`src/rtl/phold_mc_if.sv`:
```
// Memory-controller request/response bundle for the PHOLD engine.
// Every field is a flat packed vector with one slice per MC port; port p
// occupies bits [p*W +: W] of a W-bit-per-port field.
//   master : the engine (drives requests, consumes responses)
//   slave  : the memory controller (drives stalls and responses)
// Request  : mc_rq_vld, mc_rq_cmd, mc_rq_scmd, mc_rq_vadr, mc_rq_size,
//            mc_rq_rtnctl, mc_rq_data, mc_rq_flush, mc_rq_stall (from slave)
// Response : mc_rs_vld, mc_rs_cmd, mc_rs_scmd, mc_rs_rtnctl, mc_rs_data,
//            mc_rs_stall (from master)
interface phold_mc_if #(
   parameter int NUM_MC_PORTS    = 1,
   parameter int MC_RTNCTL_WIDTH = 32
) ();
   localparam int P = NUM_MC_PORTS;
   localparam int R = MC_RTNCTL_WIDTH;

   logic [P-1:0]      mc_rq_vld;
   logic [3*P-1:0]    mc_rq_cmd;
   logic [4*P-1:0]    mc_rq_scmd;
   logic [48*P-1:0]   mc_rq_vadr;
   logic [2*P-1:0]    mc_rq_size;
   logic [R*P-1:0]    mc_rq_rtnctl;
   logic [64*P-1:0]   mc_rq_data;
   logic [P-1:0]      mc_rq_flush;
   logic [P-1:0]      mc_rq_stall;

   logic [P-1:0]      mc_rs_vld;
   logic [3*P-1:0]    mc_rs_cmd;
   logic [4*P-1:0]    mc_rs_scmd;
   logic [R*P-1:0]    mc_rs_rtnctl;
   logic [64*P-1:0]   mc_rs_data;
   logic [P-1:0]      mc_rs_stall;

   modport master (
      output mc_rq_vld, mc_rq_cmd, mc_rq_scmd, mc_rq_vadr, mc_rq_size,
             mc_rq_rtnctl, mc_rq_data, mc_rq_flush, mc_rs_stall,
      input  mc_rq_stall, mc_rs_vld, mc_rs_cmd, mc_rs_scmd, mc_rs_rtnctl,
             mc_rs_data
   );

   modport slave (
      input  mc_rq_vld, mc_rq_cmd, mc_rq_scmd, mc_rq_vadr, mc_rq_size,
             mc_rq_rtnctl, mc_rq_data, mc_rq_flush, mc_rs_stall,
      output mc_rq_stall, mc_rs_vld, mc_rs_cmd, mc_rs_scmd, mc_rs_rtnctl,
             mc_rs_data
   );
endinterface

```
`src/rtl/phold_core.sv`:
```
// PHOLD discrete-event simulation engine.
// Loads NUM_LP initial event timestamps from memory, then repeatedly picks the
// smallest pending timestamp, advances it by 1 + a pseudo-random 0..15 and
// writes it back, until the global virtual time reaches END_TIME. The final
// GVT is then held on gvt with rtn_vld high until rst_n falls.
// Ports:
//   clk      clock (rising edge)
//   rst_n    asynchronous active-low reset; low also means idle
//   addr     byte base address of the NUM_LP x 8-byte timestamp array
//   gvt      current global virtual time (minimum pending timestamp)
//   rtn_vld  run complete, held until reset
//   mc       memory-controller bundle (master side); only port 0 is used
module phold_core #(
   parameter int          NUM_MC_PORTS    = 1,
   parameter int          MC_RTNCTL_WIDTH = 32,
   parameter int          NUM_LP          = 8,
   parameter logic [13:0] END_TIME        = 14'd100
) (
   input  logic        clk,
   input  logic        rst_n,
   input  logic [47:0] addr,
   output logic [13:0] gvt,
   output logic        rtn_vld,
   phold_mc_if.master  mc
);
   localparam int P  = NUM_MC_PORTS;
   localparam int R  = MC_RTNCTL_WIDTH;
   localparam int IW = $clog2(NUM_LP);
   localparam int CW = IW + 1;

   localparam logic [2:0] CMD_RD8    = 3'd1;
   localparam logic [2:0] CMD_WR8    = 3'd2;
   localparam logic [2:0] RS_RDDATA  = 3'd2;
   localparam logic [2:0] RS_WRCMP   = 3'd3;

   typedef enum logic [2:0] {
      S_LOAD_RQ,
      S_LOAD_WT,
      S_RUN,
      S_DRAIN,
      S_DONE
   } state_t;

   state_t        state_reg;
   logic          rq_vld_reg;
   logic [2:0]    rq_cmd_reg;
   logic [47:0]   rq_vadr_reg;
   logic [IW-1:0] rq_tag_reg;
   logic [13:0]   rq_data_reg;
   logic [CW-1:0] ld_cnt_reg;
   logic [CW-1:0] rs_cnt_reg;
   logic [7:0]    wr_out_reg;
   logic [13:0]   gvt_reg;
   logic          rtn_vld_reg;
   logic [15:0]   lfsr_reg;
   logic [13:0]   ts_reg [NUM_LP];

   // ---------------- combinational helpers ----------------
   logic          rq_accept;
   logic          rs_rd;
   logic          rs_wc;
   logic          load_wr;
   logic          wr_acc;
   logic [IW-1:0] rs_tag;
   logic [13:0]   rs_ts;
   logic [13:0]   min_ts;
   logic [IW-1:0] min_idx;
   logic [14:0]   new_sum;
   logic [13:0]   new_ts;
   logic [15:0]   lfsr_next;
   logic [IW-1:0] ld_idx;
   logic [47:0]   ld_addr;
   logic [47:0]   ev_addr;

   assign rq_accept = rq_vld_reg & ~mc.mc_rq_stall[0];
   assign wr_acc    = rq_accept && (rq_cmd_reg == CMD_WR8);
   assign rs_rd     = mc.mc_rs_vld[0] && (mc.mc_rs_cmd[2:0] == RS_RDDATA);
   assign rs_wc     = mc.mc_rs_vld[0] && (mc.mc_rs_cmd[2:0] == RS_WRCMP);
   assign rs_tag    = mc.mc_rs_rtnctl[IW-1:0];
   assign rs_ts     = mc.mc_rs_data[13:0];
   // Read data is only meaningful while the table is being loaded.
   assign load_wr   = rs_rd && ((state_reg == S_LOAD_RQ) || (state_reg == S_LOAD_WT));

   // Minimum search; strict less-than keeps the lowest index on ties.
   always_comb begin
      min_ts  = ts_reg[0];
      min_idx = '0;
      for (int i = 1; i < NUM_LP; i++) begin
         if (ts_reg[i] < min_ts) begin
            min_ts  = ts_reg[i];
            min_idx = IW'(i);
         end
      end
   end

   assign new_sum   = {1'b0, min_ts} + 15'd1 + {11'd0, lfsr_reg[3:0]};
   assign new_ts    = new_sum[14] ? 14'h3FFF : new_sum[13:0];
   // Fibonacci LFSR, taps 16,14,13,11, feedback enters at bit 0.
   assign lfsr_next = {lfsr_reg[14:0],
                       lfsr_reg[15] ^ lfsr_reg[13] ^ lfsr_reg[12] ^ lfsr_reg[10]};
   assign ld_idx    = ld_cnt_reg[IW-1:0];
   assign ld_addr   = addr + 48'({ld_idx, 3'b000});
   assign ev_addr   = addr + 48'({min_idx, 3'b000});

   // ---------------- control and datapath ----------------
   always_ff @(posedge clk or negedge rst_n) begin
      if (!rst_n) begin
         state_reg   <= S_LOAD_RQ;
         rq_vld_reg  <= 1'b0;
         rq_cmd_reg  <= '0;
         rq_vadr_reg <= '0;
         rq_tag_reg  <= '0;
         rq_data_reg <= '0;
         ld_cnt_reg  <= '0;
         rs_cnt_reg  <= '0;
         wr_out_reg  <= '0;
         gvt_reg     <= '0;
         rtn_vld_reg <= 1'b0;
         lfsr_reg    <= 16'hACE1;
         for (int i = 0; i < NUM_LP; i++) begin
            ts_reg[i] <= '0;
         end
      end else begin
         // Outstanding writes: simultaneous accept and completion cancel.
         if (wr_acc && !rs_wc) begin
            wr_out_reg <= wr_out_reg + 8'd1;
         end else if (!wr_acc && rs_wc && (wr_out_reg != 8'd0)) begin
            wr_out_reg <= wr_out_reg - 8'd1;
         end

         if (load_wr) begin
            ts_reg[rs_tag] <= rs_ts;
            rs_cnt_reg     <= rs_cnt_reg + CW'(1);
         end

         case (state_reg)
            S_LOAD_RQ: begin
               if (!rq_vld_reg || rq_accept) begin
                  if (ld_cnt_reg < CW'(NUM_LP)) begin
                     rq_vld_reg  <= 1'b1;
                     rq_cmd_reg  <= CMD_RD8;
                     rq_vadr_reg <= ld_addr;
                     rq_tag_reg  <= ld_idx;
                     rq_data_reg <= '0;
                     ld_cnt_reg  <= ld_cnt_reg + CW'(1);
                  end else begin
                     rq_vld_reg  <= 1'b0;
                     rq_cmd_reg  <= '0;
                     state_reg   <= S_LOAD_WT;
                  end
               end
            end

            S_LOAD_WT: begin
               if (rs_cnt_reg == CW'(NUM_LP)) begin
                  state_reg <= S_RUN;
               end
            end

            S_RUN: begin
               gvt_reg <= min_ts;
               if (min_ts >= END_TIME) begin
                  // A still-stalled final write is finished off in DRAIN.
                  if (rq_accept) begin
                     rq_vld_reg <= 1'b0;
                     rq_cmd_reg <= '0;
                  end
                  state_reg <= S_DRAIN;
               end else if (!rq_vld_reg || rq_accept) begin
                  ts_reg[min_idx] <= new_ts;
                  rq_vld_reg      <= 1'b1;
                  rq_cmd_reg      <= CMD_WR8;
                  rq_vadr_reg     <= ev_addr;
                  rq_tag_reg      <= min_idx;
                  rq_data_reg     <= new_ts;
                  lfsr_reg        <= lfsr_next;
               end
            end

            S_DRAIN: begin
               gvt_reg <= min_ts;
               if (rq_accept) begin
                  rq_vld_reg <= 1'b0;
                  rq_cmd_reg <= '0;
               end
               if (!rq_vld_reg && (wr_out_reg == 8'd0)) begin
                  state_reg   <= S_DONE;
                  rtn_vld_reg <= 1'b1;
               end
            end

            S_DONE: begin
               rtn_vld_reg <= 1'b1;
            end

            default: begin
               state_reg <= S_LOAD_RQ;
            end
         endcase
      end
   end

   assign gvt     = gvt_reg;
   assign rtn_vld = rtn_vld_reg;

   // ---------------- port fan-out: port 0 active, others tied off ----------------
   for (genvar gi = 0; gi < P; gi++) begin : g_port
      if (gi == 0) begin : g_active
         assign mc.mc_rq_vld[gi]           = rq_vld_reg;
         assign mc.mc_rq_cmd[gi*3 +: 3]    = rq_cmd_reg;
         assign mc.mc_rq_scmd[gi*4 +: 4]   = 4'd0;
         assign mc.mc_rq_vadr[gi*48 +: 48] = rq_vadr_reg;
         // Size reads 0 while idle so the whole request bus is quiet in reset.
         assign mc.mc_rq_size[gi*2 +: 2]   = {2{rq_vld_reg}};
         assign mc.mc_rq_rtnctl[gi*R +: R] = R'(rq_tag_reg);
         assign mc.mc_rq_data[gi*64 +: 64] = {50'd0, rq_data_reg};
         assign mc.mc_rq_flush[gi]         = 1'b0;
         assign mc.mc_rs_stall[gi]         = 1'b0;
      end else begin : g_idle
         assign mc.mc_rq_vld[gi]           = 1'b0;
         assign mc.mc_rq_cmd[gi*3 +: 3]    = 3'd0;
         assign mc.mc_rq_scmd[gi*4 +: 4]   = 4'd0;
         assign mc.mc_rq_vadr[gi*48 +: 48] = 48'd0;
         assign mc.mc_rq_size[gi*2 +: 2]   = 2'd0;
         assign mc.mc_rq_rtnctl[gi*R +: R] = '0;
         assign mc.mc_rq_data[gi*64 +: 64] = 64'd0;
         assign mc.mc_rq_flush[gi]         = 1'b0;
         assign mc.mc_rs_stall[gi]         = 1'b0;
      end
   end

   // Response fields that carry no information for this engine.
   logic unused_rs;
   assign unused_rs = ^{mc.mc_rs_scmd, mc.mc_rs_data, mc.mc_rs_rtnctl,
                        mc.mc_rs_vld, mc.mc_rs_cmd, mc.mc_rq_stall};
endmodule

```
`src/flat_wrapper.sv`:
```
// flat-port wrapper written by rule: the top's interface ports become plain ports
module phold_core_flat 
#(
   parameter int          NUM_MC_PORTS    = 1,
   parameter int          MC_RTNCTL_WIDTH = 32,
   parameter int          NUM_LP          = 8,
   parameter logic [13:0] END_TIME        = 14'd100
)
  (clk, rst_n, addr, gvt, rtn_vld, mc_mc_rq_vld, mc_mc_rq_cmd, mc_mc_rq_scmd, mc_mc_rq_vadr, mc_mc_rq_size, mc_mc_rq_rtnctl, mc_mc_rq_data, mc_mc_rq_flush, mc_mc_rs_stall, mc_mc_rq_stall, mc_mc_rs_vld, mc_mc_rs_cmd, mc_mc_rs_scmd, mc_mc_rs_rtnctl, mc_mc_rs_data);
  phold_mc_if #(.NUM_MC_PORTS(NUM_MC_PORTS), .MC_RTNCTL_WIDTH(MC_RTNCTL_WIDTH)) mc_i ();
  input  logic clk;
  input  logic rst_n;
  input  logic [47:0] addr;
  output logic [13:0] gvt;
  output logic rtn_vld;
  output wire logic [$bits(mc_i.mc_rq_vld)-1:0] mc_mc_rq_vld;
  output wire logic [$bits(mc_i.mc_rq_cmd)-1:0] mc_mc_rq_cmd;
  output wire logic [$bits(mc_i.mc_rq_scmd)-1:0] mc_mc_rq_scmd;
  output wire logic [$bits(mc_i.mc_rq_vadr)-1:0] mc_mc_rq_vadr;
  output wire logic [$bits(mc_i.mc_rq_size)-1:0] mc_mc_rq_size;
  output wire logic [$bits(mc_i.mc_rq_rtnctl)-1:0] mc_mc_rq_rtnctl;
  output wire logic [$bits(mc_i.mc_rq_data)-1:0] mc_mc_rq_data;
  output wire logic [$bits(mc_i.mc_rq_flush)-1:0] mc_mc_rq_flush;
  output wire logic [$bits(mc_i.mc_rs_stall)-1:0] mc_mc_rs_stall;
  input wire logic [$bits(mc_i.mc_rq_stall)-1:0] mc_mc_rq_stall;
  input wire logic [$bits(mc_i.mc_rs_vld)-1:0] mc_mc_rs_vld;
  input wire logic [$bits(mc_i.mc_rs_cmd)-1:0] mc_mc_rs_cmd;
  input wire logic [$bits(mc_i.mc_rs_scmd)-1:0] mc_mc_rs_scmd;
  input wire logic [$bits(mc_i.mc_rs_rtnctl)-1:0] mc_mc_rs_rtnctl;
  input wire logic [$bits(mc_i.mc_rs_data)-1:0] mc_mc_rs_data;
  assign mc_mc_rq_vld = mc_i.mc_rq_vld;
  assign mc_mc_rq_cmd = mc_i.mc_rq_cmd;
  assign mc_mc_rq_scmd = mc_i.mc_rq_scmd;
  assign mc_mc_rq_vadr = mc_i.mc_rq_vadr;
  assign mc_mc_rq_size = mc_i.mc_rq_size;
  assign mc_mc_rq_rtnctl = mc_i.mc_rq_rtnctl;
  assign mc_mc_rq_data = mc_i.mc_rq_data;
  assign mc_mc_rq_flush = mc_i.mc_rq_flush;
  assign mc_mc_rs_stall = mc_i.mc_rs_stall;
  assign mc_i.mc_rq_stall = mc_mc_rq_stall;
  assign mc_i.mc_rs_vld = mc_mc_rs_vld;
  assign mc_i.mc_rs_cmd = mc_mc_rs_cmd;
  assign mc_i.mc_rs_scmd = mc_mc_rs_scmd;
  assign mc_i.mc_rs_rtnctl = mc_mc_rs_rtnctl;
  assign mc_i.mc_rs_data = mc_mc_rs_data;
  phold_core #(.NUM_MC_PORTS(NUM_MC_PORTS), .MC_RTNCTL_WIDTH(MC_RTNCTL_WIDTH), .NUM_LP(NUM_LP), .END_TIME(END_TIME)) u_core (.clk(clk), .rst_n(rst_n), .addr(addr), .gvt(gvt), .rtn_vld(rtn_vld), .mc(mc_i));
endmodule
```
`config.mk`:
```
export PLATFORM = sky130hd
export DESIGN_NAME = phold_core_flat
export DESIGN_NICKNAME = d
export VERILOG_FILES = /design/src/rtl/phold_mc_if.sv /design/src/rtl/phold_core.sv /design/src/flat_wrapper.sv
export SDC_FILE = /design/constraint.sdc
export NUM_CORES = 1
export LEC_CHECK = 0
export ABC_AREA = 1
export CORE_MARGIN = 2
export CORE_UTILIZATION = 38
export CTS_BUF_LIST = sky130_fd_sc_hd__clkbuf_8
export CTS_CLUSTER_SIZE = 20
export DETAILED_ROUTE_END_ITERATION = 8
export PLACE_DENSITY_LB_ADDON = 0.15
export SLEW_MARGIN = 20
export SYNTH_ARGS = -nofsm -noshare
export SYNTH_HDL_FRONTEND = slang
export SYNTH_SLANG_ARGS = --single-unit
```
`constraint.sdc`:
```
create_clock -name clk -period 17.7 [get_ports clk]
set_clock_uncertainty 0.1 [all_clocks]
set_input_delay 3.54 -clock clk [delete_from_list [all_inputs] [get_ports clk]]
set_output_delay 3.54 -clock clk [all_outputs]
set_load 0.005 [all_outputs]
```
==> qor.csv <==
metric,value,unit
Layout Nets,2542,
design area,0.01839,sq mm
min Tclk post-route,15.91,ns
vias in the first global route,13664,
Yosys warning total,0,
most frequent cells in the layout,"nand2_1 (676), inv_1 (224), dfrtp_1 (223), nand3_1 (188), o21ai_0 (170)",
reg-to-reg startpoint,u_core.ts_reg[97],
"most common cell after layout, fill and taps aside",nand2_1,
Crit path max-delay family,simple AND/OR/NAND/NOR gates,
CP endpoint kind,register,
GR peak layer,met2,
"Hold-fix buffers, CTS",0,
initial antenna violation count,1,
IO Port Bufs,157,
status,completed,
"Top cell by count, worst path",nor2_1,
H-tree levels,2,
Tcrit/Tclk final,89.89,%
"slowest stage cell, crit path",dfrtp_1,
WP buf/inv,6,
antenna-violating nets left,0,
"Slew Viols, Final",0,
CTS tree,yes,
reg2reg path depth,85,
Slew @ Worst Pin,0.9988,ns
grt met1 use,27.25,%
layout cells sized above 1,5.930,%
Netlist cell types,45,
grt ovf,0,
sequential fraction of the synthesis area,36.72,%
Max-cap violations,0,
Final Hold Viols,0,
most used flip-flop cell after synthesis,dfrtp_1,
hold depth,2,
Clock Sinks,231,
met3 GRT Util,6.112,%
largest net degree at the start of global routing,102,
"slowest stage delay, CP",0.39,ns
DRC Markers,0,
starting density of the core,38.53,%
f_max,62.85,MHz
Max transition margin,33.23,%
R2R Setup Slk,1.79,ns
DR vias,13980,
met2 usage,31.71,%
DRT Pass-1 Iters,5,
Critical Path Stages,85,
DP Wirelength,32070,um
Critical Path Source Type,register,
Avg Vias per Cell,4.888,
max FFs per register,112,
drt wl/cell,15.37,um
setup violators final,0,
"Cell Area, Synth",0.01577,sq mm
worst hold start,u_core.lfsr_reg[5],
CP startpoint,u_core.ts_reg[97],
Crit Path Class,reg -> reg,
Die Height,207.7,um
Hold/Removal Path Class,reg -> reg,
Crit Path Max Fanout,28,
Critical Path RT,18.17,ns
insertion delay to the later sink of the worst-skew pair,0.63,ns
"Async S/R FF share, synth",100.0,%
Syn Area/Cell,7.354,sq um
clock transition at the registers of the reported paths,0.06,ns
Root Buffer,clkbuf_8,
CP arrival,16.38,ns
io pins,326,
area grow syn2layout,16.64,%
post-CTS setup buffer count,0,
Critical R2R Capture,u_core.mc.mc_rq_vadr[47],
DR iter-0 viols,800,
register bit total from synthesis,231,
Die Area,0.04314,sq mm
WL final,43970,um
CTS Buf Count,46,
CTS max path bufs,3,
first-pass GRT wire length,71550,um
Synth Instances,2144,
Core ar.,0.04092,sq mm
placed cell area,0.01742,sq mm
die width,207.7,um
Total GRT Usage,20.40,%
Placer Congestion,0.8227,
"EDFF count, synth",0,
end of the critical path,u_core.mc.mc_rq_vadr[47],
Site Rows,74,
## metal layers
metal / wire [um] / share of wire [%]
met1: 20130 / 46
met2: 19440 / 44
met4: 1032 / 2.3
met5: 0 / 0
met3: 3361 / 7.6
## worst min path at each step
stage	to	slack, ns
after floorplan	u_core.lfsr_reg[6]	0.34
after global placement	u_core.lfsr_reg[15]	0.35
after detailed placement	u_core.lfsr_reg[7]	0.36
after CTS	u_core.lfsr_reg[7]	0.37
after global routing	u_core.lfsr_reg[7]	0.39
final	u_core.lfsr_reg[6]	0.37
## tightest hold or removal path, cell delays in order, from the launching register on
cell and delay [ns]:
dfstp_2 0.36, nand2_1 0.06, nand2_1 0.05
## logic make-up after synthesis
family | after synthesis | share of synthesized area, %
adder cells (fa/ha/maj) | 94 | 7.602
XOR/XNOR | 57 | 3.166
buffers and inverters | 364 | 11.58
AO/OA/AOI/OAI | 303 | 11.15
other | 1 | 0.02378
flip-flops | 231 | 36.72
multiplexers | 4 | 0.2619
AND/OR/NAND/NOR | 1090 | 29.50
## stage by stage
stage          utilization (%)  worst slack (ns)  hold WS [ns]   TNS, ns  cells
2_1_floorplan                -             3.999        0.3419         0   2228
3_3_place_gp             42.58             1.653        0.3535         0   2777
3_5_place_dp             42.58             1.409        0.3615         0   2777
4_1_cts                  44.84             1.312        0.3699         0   2859
5_1_grt                  44.93          -0.01724        0.3941  -0.01724   2859
6_report                 44.94             1.790        0.3675         0   2860
## what timing repair did
action,CTS,global route
resized for setup,0,4
endpoints found under the setup margin,0,6
hold endpoints to repair,0,0
## cell type report
class,instances,area (sq um)
repair buffers,171,1685
inverters,210,790.8
flip-flops and latches,231,5791
diodes,1,2.502
fillers,4262,22530
multi-input cells,1633,8532
clock buffers,56,770.7
clock inverters,26,153.9
well taps,532,665.6
## synthesized netlist by cell type, types with 3 or more instances
master    number  area share (%)
a21o_1         5            0.24
a21oi_1       42             1.3
a21oi_4        5            0.52
a31oi_1        3            0.12
buf_2         11            0.35
buf_4        101             4.8
buf_6          4            0.29
buf_8          3            0.29
clkbuf_1      34            0.81
dfrtp_1      223              35
dfstp_2        8             1.3
fa_1           3            0.38
ha_1          91             7.2
inv_1        205             4.9
inv_2          4           0.095
mux2i_1        3            0.19
nand2_1      677              16
nand2_2       15            0.60
nand2_4        7            0.50
nand3_1      188             6.0
nand3_2        3            0.19
nand3b_1       4            0.19
nand4_1       48             1.9
nor2_1       111             2.6
nor2_2         4            0.16
nor3_1        18            0.57
nor4_1         7            0.28
o21a_1        55             2.6
o21ai_0      170             5.4
o21ai_1       11            0.35
o21bai_1       7            0.33
xnor2_1       21             1.2
xor2_1        36             2.0
Power is left out: the tool's default activity adds up to more than one toggle a clock period on the data nets, which glitch-free logic cannot reach.
==> RTL change, RTL diff (same settings) <==
Re-encode `state_t` (5 states) as one-hot, 5 bits wide.
--- a/src/rtl/phold_core.sv
+++ b/src/rtl/phold_core.sv
@@ -33,12 +33,12 @@
    localparam logic [2:0] RS_RDDATA  = 3'd2;
    localparam logic [2:0] RS_WRCMP   = 3'd3;
 
-   typedef enum logic [2:0] {
-      S_LOAD_RQ,
-      S_LOAD_WT,
-      S_RUN,
-      S_DRAIN,
-      S_DONE
+   typedef enum logic [4:0] {
+      S_LOAD_RQ = 5'b00001,
+      S_LOAD_WT = 5'b00010,
+      S_RUN     = 5'b00100,
+      S_DRAIN   = 5'b01000,
+      S_DONE    = 5'b10000
    } state_t;
 
    state_t        state_reg;
Formal check against the unedited RTL: same outputs for any inputs over 4 cycles, from zero or initial values and one cycle with rst_n low; so few cycles prove little.
==> RTL change against the unedited design <==
- maximum frequency up 0.40%
- global-route usage decreased by 0.58 points
- non-clock buffer count fell by 3
- cell count shrank 0.38%
- wire length shrank 2.9%
- critical endpoint unchanged
- die area is 1.3% higher
- sequential cell count up 2
- design area up 0.97%
- largest cell class unchanged
- area after synthesis is 1.3% higher
- worst setup slack improved by 0.063 ns
Power is not shown: default switching activity piles up to over one toggle a cycle in this logic, so the estimate is an artifact.
==> RTL change: results <==
timing:
  hold_violations: 0
  max_slew_margin_pct: 33.2
global_routing:
  grt_antenna_before_repair: 1
  grt_pass1_wl_um: 70000
  track_usage_pct: 19.8
  grt_max_degree: 114
  grt_pass1_vias: 13500
hold_path:
  hold_path.class: "register to register"
  worstHoldStart: "u_core.mc.mc_rq_vadr[26]$_DFFE_PN0P_"
clock_network:
  cts_tree: "done"
  cts_max_level: 2
  post_cts_buffers: 0
  numCtsBuffers: 46
  insertion_delay_ns: 0.62
  clkSlewWorstSetupHoldPaths_ns: 0.06
  cts_root_buf: "clkbuf_8"
  clk_path_buf_depth: 3
critical_path:
  reg2reg_to: "u_core.mc.mc_rq_vadr[47]$_DFFE_PN0P_"
  rr_worst_depth: 86
  rrSetupSlack_ns: 1.85
  crit_fanout: 29
  cp_slowest_cell: "dfrtp_1"
  arrival_ns: 16.30
  r2r-start: "u_core.ts_reg[97]$_DFF_PN0_"
  slowest_delay_ns: 0.39
  critPathKind: "register to register"
layout:
  fill_cells: 4254
  largest_reg_flops: 112
  drive_above_1_share_pct: 9.18
  antenna_cells: 0
  fin_nets: 2525
place:
  numPortBuffers: 157
  gp_congestion: 0.835
  hpwl_um: 31300
logic_synthesis:
  async_flop_share_pct: 100
  synth-main-ff-cell: "dfrtp_1"
  synth_area_leaders: "dfrtp_1 (35%), nand2_1 (14%), ha_1 (7.0%)"
  yosysWarnings: 0
  synth-seq-area-share_pct: 36.6
  synth.distinct_cells: 47
  ys_top_cells_by_count: "nand2_1 (595), dfrtp_1 (224), inv_1 (206), nand3_1 (206), nor2_1 (148)"
drt:
  wl_per_cell_um: 15.0
  vias_per_cell: 4.87
  drt_iter0_markers: 722
  drtPass1Iterations: 7
run_status:
  status: "finished clean"
## RTL change: changes by cell type after synthesis, sizes merged, moves of 21 or more
cell,before,now
o21a,55,2
o21ai,181,156
nand4,48,22
a21oi,48,106
nand3,191,212
nor2,117,154
mux2,1,48
nand2,699,632
## RTL change: stage by stage
| stage | utilization [%] | instances | instance area (µm²) | setup slack [ns] |
|---|---|---|---|---|
| final | 44.5 | 2849 | 18600 | 1.85 |
| after global routing | 44.5 | 2849 | 18600 | 0.0189 |
| after CTS | 44.4 | 2849 | 18500 | 0.913 |
| after detailed placement | 42.0 | 2768 | 17600 | 1.02 |
| after global placement | 42.0 | 2768 | 17600 | 1.07 |
| after floorplan | - | 2220 | 16300 | 4.20 |
## RTL change: cells by family after synthesis
kind of cell	share of synthesized area (%)
xor gates and xnor gates	2.80
AOI/OAI and AO/OA	9.68
adders and majority gates	7.42
DFF	36.6
other	0.0235
and+or+nand+nor	28.2
muxes	3.38
buffers and inverters	11.9
## RTL change: cell type report
cell class / count / share of cell area (%)
tap: 539 / 3.63
inverter: 216 / 4.37
timing repair buffer: 168 / 8.93
sequential: 233 / 31.5
clock inverter: 19 / 0.627
clock buffer: 62 / 4.60
multi-input combinational: 1612 / 46.4
## RTL change: worst min-delay path by stage
stage | endpoint | slack [ns] | cells past startpoint
floorplan | u_core.wr_out_reg[7]$_DFFE_PN0P_ | 0.34 | 1
global placement | u_core.mc.mc_rq_vadr[14]$_DFFE_PN0P_ | 0.35 | 2
detailed placement | u_core.mc.mc_rq_vadr[26]$_DFFE_PN0P_ | 0.36 | 2
CTS | u_core.lfsr_reg[7]$_DFFE_PN1P_ | 0.37 | 2
global route | u_core.lfsr_reg[6]$_DFFE_PN1P_ | 0.38 | 2
finish | u_core.mc.mc_rq_vadr[26]$_DFFE_PN0P_ | 0.37 | 2
## RTL change: metal layers
| layer | global-route usage (%) | vias to the layer above | wire [µm] | share of wire (%) |
|---|---|---|---|---|
| met3 | 3.20 | 78 | 1880 | 4.4 |
| met1 | 26.0 | 6482 | 19300 | 45 |
| met4 | 6.70 | 2 | 1160 | 2.7 |
| met5 | 0 | - | 15 | 0.035 |
| met2 | 33.3 | 274 | 20300 | 48 |
| li1 | - | 7037 | - | - |
## RTL change: worst max-delay path: cells and delay by family (launching register included)
family	cells	cell delay (ns)
xor+xnor	1	0.21
flops	1	0.39
buf+inv	6	0.59
compound gates	9	1.72
fa+ha+maj	8	2.62
simple gates	62	10.13
